**src/rtl/alu_arbiter.sv**
```systemverilog
// alu_arbiter: round-robin arbiter that shares one external combinational ALU
// between two requesters. Each transaction runs IDLE -> EXEC -> RESP. The
// result is held in a per-requester response register until it is consumed.
module alu_arbiter #(
  parameter int WIDTH = 32
) (
  input  logic             clk,
  input  logic             rst_n,
  // requester 0
  input  logic             req0_valid,
  output logic             req0_ready,
  input  logic [WIDTH-1:0] req0_a,
  input  logic [WIDTH-1:0] req0_b,
  input  logic [3:0]       req0_op,
  output logic             resp0_valid,
  input  logic             resp0_ready,
  output logic [WIDTH-1:0] resp0_result,
  output logic             resp0_zero,
  output logic             resp0_neg,
  // requester 1
  input  logic             req1_valid,
  output logic             req1_ready,
  input  logic [WIDTH-1:0] req1_a,
  input  logic [WIDTH-1:0] req1_b,
  input  logic [3:0]       req1_op,
  output logic             resp1_valid,
  input  logic             resp1_ready,
  output logic [WIDTH-1:0] resp1_result,
  output logic             resp1_zero,
  output logic             resp1_neg,
  // shared ALU
  output logic [WIDTH-1:0] alu_a,
  output logic [WIDTH-1:0] alu_b,
  output logic [3:0]       alu_ctrl,
  input  logic [WIDTH-1:0] alu_result,
  input  logic             alu_zero,
  input  logic             alu_neg,
  output logic             busy
);

  typedef enum logic [1:0] {IDLE, EXEC, RESP} state_t;

  state_t           state_q, state_d;
  logic             ptr_q, ptr_d;          // round-robin priority pointer
  logic             gnt_q, gnt_d;          // requester owning the transaction
  logic             busy_q, busy_d;
  logic [WIDTH-1:0] alu_a_q, alu_a_d;
  logic [WIDTH-1:0] alu_b_q, alu_b_d;
  logic [3:0]       alu_ctrl_q, alu_ctrl_d;
  logic             resp0_valid_q, resp0_valid_d;
  logic [WIDTH-1:0] resp0_result_q, resp0_result_d;
  logic             resp0_zero_q, resp0_zero_d;
  logic             resp0_neg_q, resp0_neg_d;
  logic             resp1_valid_q, resp1_valid_d;
  logic [WIDTH-1:0] resp1_result_q, resp1_result_d;
  logic             resp1_zero_q, resp1_zero_d;
  logic             resp1_neg_q, resp1_neg_d;

  logic grant_valid;
  logic grant_id;
  logic resp_done;

  // Grant selection in IDLE; readies are held low while reset is asserted.
  always_comb begin
    grant_valid = 1'b0;
    grant_id    = ptr_q;
    if (rst_n && (state_q == IDLE)) begin
      if (req0_valid && req1_valid) begin
        grant_valid = 1'b1;
        grant_id    = ptr_q;
      end else if (req0_valid) begin
        grant_valid = 1'b1;
        grant_id    = 1'b0;
      end else if (req1_valid) begin
        grant_valid = 1'b1;
        grant_id    = 1'b1;
      end
    end
  end

  assign req0_ready = grant_valid & ~grant_id;
  assign req1_ready = grant_valid &  grant_id;

  // Response handshake only counts for the owner while its result is valid.
  assign resp_done = (state_q == RESP) &&
                     (gnt_q ? (resp1_valid_q && resp1_ready)
                            : (resp0_valid_q && resp0_ready));

  // Next-state and next-output computation; everything holds by default.
  always_comb begin
    state_d        = state_q;
    ptr_d          = ptr_q;
    gnt_d          = gnt_q;
    alu_a_d        = alu_a_q;
    alu_b_d        = alu_b_q;
    alu_ctrl_d     = alu_ctrl_q;
    resp0_valid_d  = resp0_valid_q;
    resp0_result_d = resp0_result_q;
    resp0_zero_d   = resp0_zero_q;
    resp0_neg_d    = resp0_neg_q;
    resp1_valid_d  = resp1_valid_q;
    resp1_result_d = resp1_result_q;
    resp1_zero_d   = resp1_zero_q;
    resp1_neg_d    = resp1_neg_q;
    case (state_q)
      IDLE: begin
        if (grant_valid) begin
          gnt_d      = grant_id;
          alu_a_d    = grant_id ? req1_a  : req0_a;
          alu_b_d    = grant_id ? req1_b  : req0_b;
          alu_ctrl_d = grant_id ? req1_op : req0_op;
          state_d    = EXEC;
        end
      end
      EXEC: begin
        if (gnt_q) begin
          resp1_valid_d  = 1'b1;
          resp1_result_d = alu_result;
          resp1_zero_d   = alu_zero;
          resp1_neg_d    = alu_neg;
        end else begin
          resp0_valid_d  = 1'b1;
          resp0_result_d = alu_result;
          resp0_zero_d   = alu_zero;
          resp0_neg_d    = alu_neg;
        end
        state_d = RESP;
      end
      RESP: begin
        if (resp_done) begin
          if (gnt_q) resp1_valid_d = 1'b0;
          else       resp0_valid_d = 1'b0;
          ptr_d   = ~gnt_q;
          state_d = IDLE;
        end
      end
      default: state_d = IDLE;
    endcase
    busy_d = (state_d != IDLE);
  end

  // State and output registers; reset abandons any transaction in flight.
  always_ff @(posedge clk or negedge rst_n) begin
    if (!rst_n) begin
      state_q        <= IDLE;
      ptr_q          <= 1'b0;
      gnt_q          <= 1'b0;
      busy_q         <= 1'b0;
      alu_a_q        <= '0;
      alu_b_q        <= '0;
      alu_ctrl_q     <= 4'b0000;
      resp0_valid_q  <= 1'b0;
      resp0_result_q <= '0;
      resp0_zero_q   <= 1'b0;
      resp0_neg_q    <= 1'b0;
      resp1_valid_q  <= 1'b0;
      resp1_result_q <= '0;
      resp1_zero_q   <= 1'b0;
      resp1_neg_q    <= 1'b0;
    end else begin
      state_q        <= state_d;
      ptr_q          <= ptr_d;
      gnt_q          <= gnt_d;
      busy_q         <= busy_d;
      alu_a_q        <= alu_a_d;
      alu_b_q        <= alu_b_d;
      alu_ctrl_q     <= alu_ctrl_d;
      resp0_valid_q  <= resp0_valid_d;
      resp0_result_q <= resp0_result_d;
      resp0_zero_q   <= resp0_zero_d;
      resp0_neg_q    <= resp0_neg_d;
      resp1_valid_q  <= resp1_valid_d;
      resp1_result_q <= resp1_result_d;
      resp1_zero_q   <= resp1_zero_d;
      resp1_neg_q    <= resp1_neg_d;
    end
  end

  assign busy         = busy_q;
  assign alu_a        = alu_a_q;
  assign alu_b        = alu_b_q;
  assign alu_ctrl     = alu_ctrl_q;
  assign resp0_valid  = resp0_valid_q;
  assign resp0_result = resp0_result_q;
  assign resp0_zero   = resp0_zero_q;
  assign resp0_neg    = resp0_neg_q;
  assign resp1_valid  = resp1_valid_q;
  assign resp1_result = resp1_result_q;
  assign resp1_zero   = resp1_zero_q;
  assign resp1_neg    = resp1_neg_q;

endmodule
```
**config.mk**
```make
export PLATFORM = sky130hd
export DESIGN_NAME = alu_arbiter
export DESIGN_NICKNAME = d
export VERILOG_FILES = /design/src/rtl/alu_arbiter.sv
export SDC_FILE = /design/constraint.sdc
export NUM_CORES = 1
export LEC_CHECK = 0
export BUFFER_PORTS_ARGS = -buffer_cell sky130_fd_sc_hd__buf_2
export CORE_MARGIN = 8
export CORE_UTILIZATION = 50
export CTS_BUF_LIST = sky130_fd_sc_hd__clkbuf_4
export CTS_CLUSTER_DIAMETER = 120
export DETAILED_ROUTE_END_ITERATION = 8
export PLACE_DENSITY = 0.88
export SLEW_MARGIN = 0
export SYNTH_ARGS = -nofsm -noshare
export SYNTH_HDL_FRONTEND = slang
export SYNTH_SLANG_ARGS = --single-unit
```
**constraint.sdc**
```tcl
create_clock -name clk -period 4.3 [get_ports clk]
set_input_delay 0.645 -clock clk [delete_from_list [all_inputs] [get_ports clk]]
set_output_delay 0.645 -clock clk [all_outputs]
set_load 0.01 [all_outputs]
```
==> results.toml, run 1 <==
[run_status]
status = "completed"

[placement]
gp_congestion = 0.8756
place_hpwl_mm = 14.26
place_inst = 845
portBuffers = 316

[die]
start_util_pct = 50.40
die_area_mm2 = 0.01565
die_x_um = 125.1
coreArea_mm2 = 0.01181
io_pins = 317
die_y_um = 125.1
rows = 40

[setup_path]
r2r_end = "alu_b[31]"
rrSetupSlack_ps = 2070
worstPathArrival_ps = 1910
reg2reg_from = "state_q[1]"
end_kind = "output pin"
cp-start-kind = "register"
crit_fanout = 34
worstSetupPathType = "reg2out"
r2r.worst_path.cells = 4
crit_required_ps = 3650

[sta]
fmax_mhz = 390.8
worst_pin_slew_ps = 1038
setup-tns-final_ps = 0
fin_crit_sh_pct = 59.51
period_minus_slack_ps = 2559
hold_viol_final = 0
rsz0062_at_grt = "false"
skew_ps = 15.71
slew_headroom_pct = 30.80
setup_viol = 0
drv_slew = 0

[yosys]
postSynthAreaPerCell_um2 = 14.45
yosys_warnings = 0
yosysUniqueCellTypes = 29
yosysSeqAreaShare_pct = 60.11
synth_cells = 412
synth_area_mm2 = 0.005953
syn-num-nets = 588
ys_ff_latch = 143

[pwr]
powerDensity_mw_per_mm2 = 716.9
pwr-share-comb_pct = 40.9
vdd_drop_max_mv = 0.3712
intPower_uw = 3624
p_leak_uw = 0.003688
switching_share_pct = 35.93
p_clk_share_pct = 16.3
power.switching_uw = 2032
seq_power_share_pct = 42.8

[detailed_routing]
drtAntennaViolNets = 0
wl_per_cell_um = 21.00
firstDrtPassIters = 4
drc = 0
drt_iter0_drc = 459
vias_per_cell = 5.579
vias = 4898
wirelength_mm = 18.44

[worst_hold_path]
hold_start = "alu_result[21]"
min_path_type = "in2reg"
hold-path-cell-count = 2
holdPathEnd = "resp0_result[21]"

[final_layout]
fillers = 890
num-nets-final = 893
seq_area_mm2 = 0.003578
finalNonFillerCells = 878
post-route-util_pct = 66.79
drive_gt1_share_pct = 66.85
area_delta_synth_final_pct = 32.51
multi_input_area_mm2 = 0.002151

[global_route]
grt_usage_pct = 23.31
grt_overflow = 0
grt_start_max_net_pins = 84
grt_antenna_before_repair = 1
grt_pass1_vias = 5351
grt_first_pass_wirelength_mm = 28.90

[clock_network]
cts_made_buffers = 17
cts_setup_buffers = 0
clk_latency_ps = 520
root_buffer = "clkbuf_4"
ctsHtreeMaxLevel = 4
clkTransAtPathRegs_ps = 140
cts_resized = 0
cts_tree = "yes"
hold_buffers = 0
clock-sinks = 143
clockBufferDepth = 2

[job]
maxCapViolations = 0
==> power groups by stage <==
stage	clock network [uW]	logic [uW]	registers, uW
after floorplan	0	1050	2660
after global placement	0	2270	2400
after detailed placement	0	2350	2430
after CTS	951	2340	2410
after global routing	1010	2470	2490
final	924	2310	2420
==> area by class of cell <==
type                    count  area share (%)
diodes                      1         0.03172
clock buffers              18           1.713
clock inverters            14           2.316
inverters                   2         0.09516
multi-input cells         229           27.26
flip-flops and latches    143           45.36
well taps                 147           2.331
repair buffers            324           20.89
==> routing by layer <==
metal | up-vias | wire length (um) | share of wire [%] | track usage, %
li1 | 2206 | - | - | -
met1 | 2406 | 6867 | 37 | 25.87
met2 | 254 | 9668 | 52 | 40.78
met3 | 32 | 1562 | 8.5 | 8.287
met4 | 0 | 340 | 1.8 | 7.808
met5 | - | 0 | 0 | 0
==> cells in the mapped netlist (all sizes together) <==
| master | number | area [um2] |
|---|---|---|
| a21boi | 1 | 7.510 |
| a21oi | 4 | 20.02 |
| and2b | 1 | 7.510 |
| and3 | 1 | 6.260 |
| buf | 23 | 160.2 |
| clkbuf | 15 | 62.56 |
| dfrtp | 143 | 3578 |
| inv | 2 | 7.510 |
| mux2 | 68 | 765.7 |
| nand2 | 2 | 7.510 |
| nand2b | 1 | 6.260 |
| nand3 | 1 | 5.000 |
| nand3b | 1 | 7.510 |
| nand4 | 1 | 6.260 |
| nand4b | 1 | 8.760 |
| nand4bb | 1 | 27.53 |
| nor2 | 1 | 3.750 |
| nor3b | 2 | 31.28 |
| o21a | 1 | 7.510 |
| o21ai | 4 | 20.02 |
| o221a | 68 | 765.7 |
| or2 | 1 | 6.260 |
| or3 | 68 | 425.4 |
| xor2 | 1 | 8.760 |
==> stage by stage <==
step,hold slack [ps],setup WS (ps),instance area [um2],power (uW)
after global routing,274.4,1565,7889,5972
after floorplan,349.4,2400,5953,3710
final,343.8,1741,7889,5656
after CTS,277.0,1674,7886,5707
after detailed placement,470.8,1862,7569,4777
after global placement,464.0,1915,7569,4662
==> kinds of logic (layout without fill, tap and decap cells) <==
| group | Yosys count | after routing | synth area share (%) |
|---|---|---|---|
| other | 0 | 1 | 0 |
| buffers and inverters | 40 | 358 | 3.867 |
| AOI/OAI and AO/OA | 78 | 78 | 13.79 |
| and+or+nand+nor | 82 | 82 | 9.227 |
| DFF | 143 | 143 | 60.11 |
| xor gates and xnor gates | 1 | 1 | 0.1471 |
| muxes | 68 | 68 | 12.86 |
==> worst max-delay path by stage <==
stage / startpoint / end
detailed placement: rst_n / alu_b[29]
global placement: rst_n / alu_a[9]
finish: state_q[0] / req1_ready
floorplan: rst_n / req0_ready
global route: state_q[0] / req1_ready
CTS: state_q[0] / req1_ready
==> cells in the final DEF (no fill, tap or decap), types with 2 or more instances in the layout <==
master,count
a21oi_1,4
mux2_2,58
or3_1,68
o21ai_0,4
nand2_1,2
clkbuf_4,18
clkinv_4,4
bufinv_16,3
inv_6,4
buf_2,315
buf_4,8
clkinvlp_4,3
dfrtp_1,143
mux2_1,10
inv_1,2
o221a_2,68
==> registers in the layout, summed over array words and instances, names as in the netlist <==
register and count:
resp1_valid 1, resp0_neg 1, resp1_result 32, resp1_zero 1, resp0_zero 1, alu_ctrl 4
gnt_q 1, resp1_neg 1, alu_a 32, resp0_valid 1, resp0_result 32, state_q 2
alu_b 32, busy 1, ptr_q 1
==> critical path: stages, from the launching register on <==
cell and delay, ps:
dfrtp_1 520, nand4bb_4 530, nor2_1 200, buf_2 160
Note: power is estimated with default switching activity, not from simulation.
==> run 2, diff against run 1 <==
Settings changed: ABC_AREA from default to 1, CORE_UTILIZATION 50 to 44, PLACE_DENSITY 0.88 to 0.79.
Clock period 4.3 ns to 2.2 ns, I/O delays scaled along.
==> results.toml, run 2 <==
[yosys]
yosys.area_share.simple_pct = 27.72
ys_ff_latch = 143
synth.largest_area_cell = "dfrtp_1"
yosysUniqueCellTypes = 14
synth_common_cells = "nand2_1 (290), inv_1 (174), dfrtp_1 (143), nand3_1 (143), o21ai_0 (71)"
synth_edf_count = 0
synth_cells = 881
async_flop_share_pct = 100.0
synth.area.mux_share_pct = 0
yosys_warnings = 0
synth_area_mm2 = 0.006693
syn-num-nets = 1057
synth_top_family_by_area = "simple AND/OR/NAND/NOR gates"
synthTopCellsByArea = "dfrtp_1 (53%), nand2_1 (16%), nand3_1 (11%)"
yosysSeqAreaShare_pct = 53.47
synth_compound_area_share_pct = 5.309
postSynthAreaPerCell_um2 = 7.597
synth_xor_area_share_pct = 0
synth_top_area_share_pct = 53.47
synth_most_common_cell = "nand2_1"
synth_ff_type = "dfrtp_1"
synth_adder_area_share_pct = 0

[sta]
slew_headroom_pct = 37.80
fmax_mhz = 493.8
skew_ps = 19.28
hold_viol_final = 0
period_minus_slack_ps = 2025
fin_crit_sh_pct = 92.05
setup_viol = 0
worst_pin_slew_ps = 933.0
whs_ps = 58.49
layout_setup_ws_ps = 174.8
drv_slew = 0

[final_layout]
post-route-util_pct = 58.98
num-nets-final = 1372
final_common_cell = "buf_2"
drive_gt1_share_pct = 31.10
area_delta_synth_final_pct = 32.49
finalNonFillerCells = 1398
fillers = 1370
layout_common_cells = "buf_2 (315), nand2_1 (290), inv_1 (174), dfrtp_1 (142), nand3_1 (141)"

[die]
start_util_pct = 44.52
rows = 45
die_y_um = 139.3
io_pins = 317
die_x_um = 139.3
coreArea_mm2 = 0.01503
die_area_mm2 = 0.01941

[job]
maxCapViolations = 0

[pwr]
powerDensity_mw_per_mm2 = 1278
power.total_uw = 11340
vdd_drop_max_mv = 0.7243
p_leak_uw = 0.005531

[placement]
pre_cts_slack_ps = 464.8
place_hpwl_mm = 15.58
gp_congestion = 0.8253
portBuffers = 316
place_inst = 1350

[detailed_routing]
firstDrtPassIters = 5
vias = 6630
drt_iter0_drc = 442
wl_per_cell_um = 15.08
drc = 0
wirelength_mm = 21.08
drtAntennaViolNets = 0
vias_per_cell = 4.742

[clock_network]
cts_tree = "yes"
root_buffer = "clkbuf_4"
cts_made_buffers = 17
clock-sinks = 143
clkTransAtPathRegs_ps = 130
ctsHtreeMaxLevel = 4
clockBufferDepth = 2
clk_latency_ps = 520

[worst_hold_path]
min_path_type = "in2reg"
holdPathEnd = "resp1_result[7]"
hold-path-cell-count = 3
hold_start = "alu_result[7]"

[global_route]
grt_first_pass_wirelength_mm = 33.73
grt_antenna_before_repair = 2
grt_util_met1_pct = 24.48
grt_overflow = 0
grt_start_max_net_pins = 77
grtUsageMet3_pct = 8.687
grt_pass1_vias = 6639
busiest_layer = "met2"
grtUsageMet2_pct = 35.53
grt_usage_pct = 21.36

[setup_path]
rrSetupSlack_ps = 460
crit_required_ps = 1870
end_kind = "output pin"
worstPathArrival_ps = 1700
reg2reg_from = "state_q[1]"
worstSetupPathType = "reg2out"
r2r.worst_path.cells = 6
crit_fanout = 6
cp-start-kind = "register"
r2r_end = "alu_a[26]"

[run_status]
status = "completed"
## run 2: cell count changes after synthesis, sizes merged, moves of 7 or more
cell | previous run | this run
nand2 | 2 | 294
o21ai | 4 | 71
mux2 | 68 | 0
buf | 23 | 30
inv | 2 | 176
nand3 | 1 | 143
or3 | 68 | 0
o221a | 68 | 0
## run 2: through the flow
step                      area [um2]  TNS (ps)
after floorplan                 6693         0
after global placement          8413         0
after detailed placement        8413         0
after CTS                       8821         0
after global routing            8865    -18.33
final                           8867         0
## run 2: power by group
part	total, uW	switching, uW	leakage (uW)	internal [uW]
clock	1670	973	0.000143	701
combinational	5040	3090	0.00363	1950
sequential	4620	728	0.00175	3900
## run 2: final cells by class
cell class                 count  area, um2  share of cell area (%)
sequential                   143       3580                   40.37
inverter                     176      660.6                   7.450
clock inverter                13      138.9                   1.566
timing repair buffer         345       1866                   21.04
antenna                        1      2.502                 0.02822
clock buffer                  19      142.6                   1.609
multi-input combinational    513       2242                   25.29
tap                          188      235.2                   2.653
## run 2: critical path: stages, from the launching register on
cell and delay, ps:
dfrtp_1 420, nor2_2 120, nand2_2 90, nor2_4 160, buf_8 130, nand2_1 60, inv_1 80, buf_2 130
## run 2: cell families (layout without fill, tap and decap cells)
kind of cell / count (synthesis) / count (layout)
buffers and inverters: 225 / 553
other: 0 / 1
flip-flops: 143 / 143
AND/OR/NAND/NOR: 442 / 442
AO/OA/AOI/OAI: 71 / 71
## run 2: repair_timing
item | CTS | global route
pin swaps | 0 | 1
hold endpoints to repair | 94 | 0
gates resized for setup | 2 | 6
endpoints found under the setup margin | 1 | 2
hold buffers | 11 | 0
setup buffers | 1 | 3
## run 2: how the worst max path moves through the flow
stage          slack (ps)  cells past startpoint         end       start
2_1_floorplan         690                      6  req0_ready  state_q[0]
3_3_place_gp          510                      7    alu_b[1]  req0_valid
3_5_place_dp          460                      6   alu_a[23]  state_q[0]
4_1_cts                40                      8  req1_ready  state_q[1]
5_1_grt               -20                      7  req1_ready       ptr_q
6_report              170                      7  req1_ready  state_q[1]
## run 2: metal layers
metal | vias to the layer above | routed length [um]
met5 | - | 31
met4 | 4 | 417
met3 | 31 | 2125
met2 | 265 | 10100
met1 | 3031 | 8406
li1 | 3299 | -
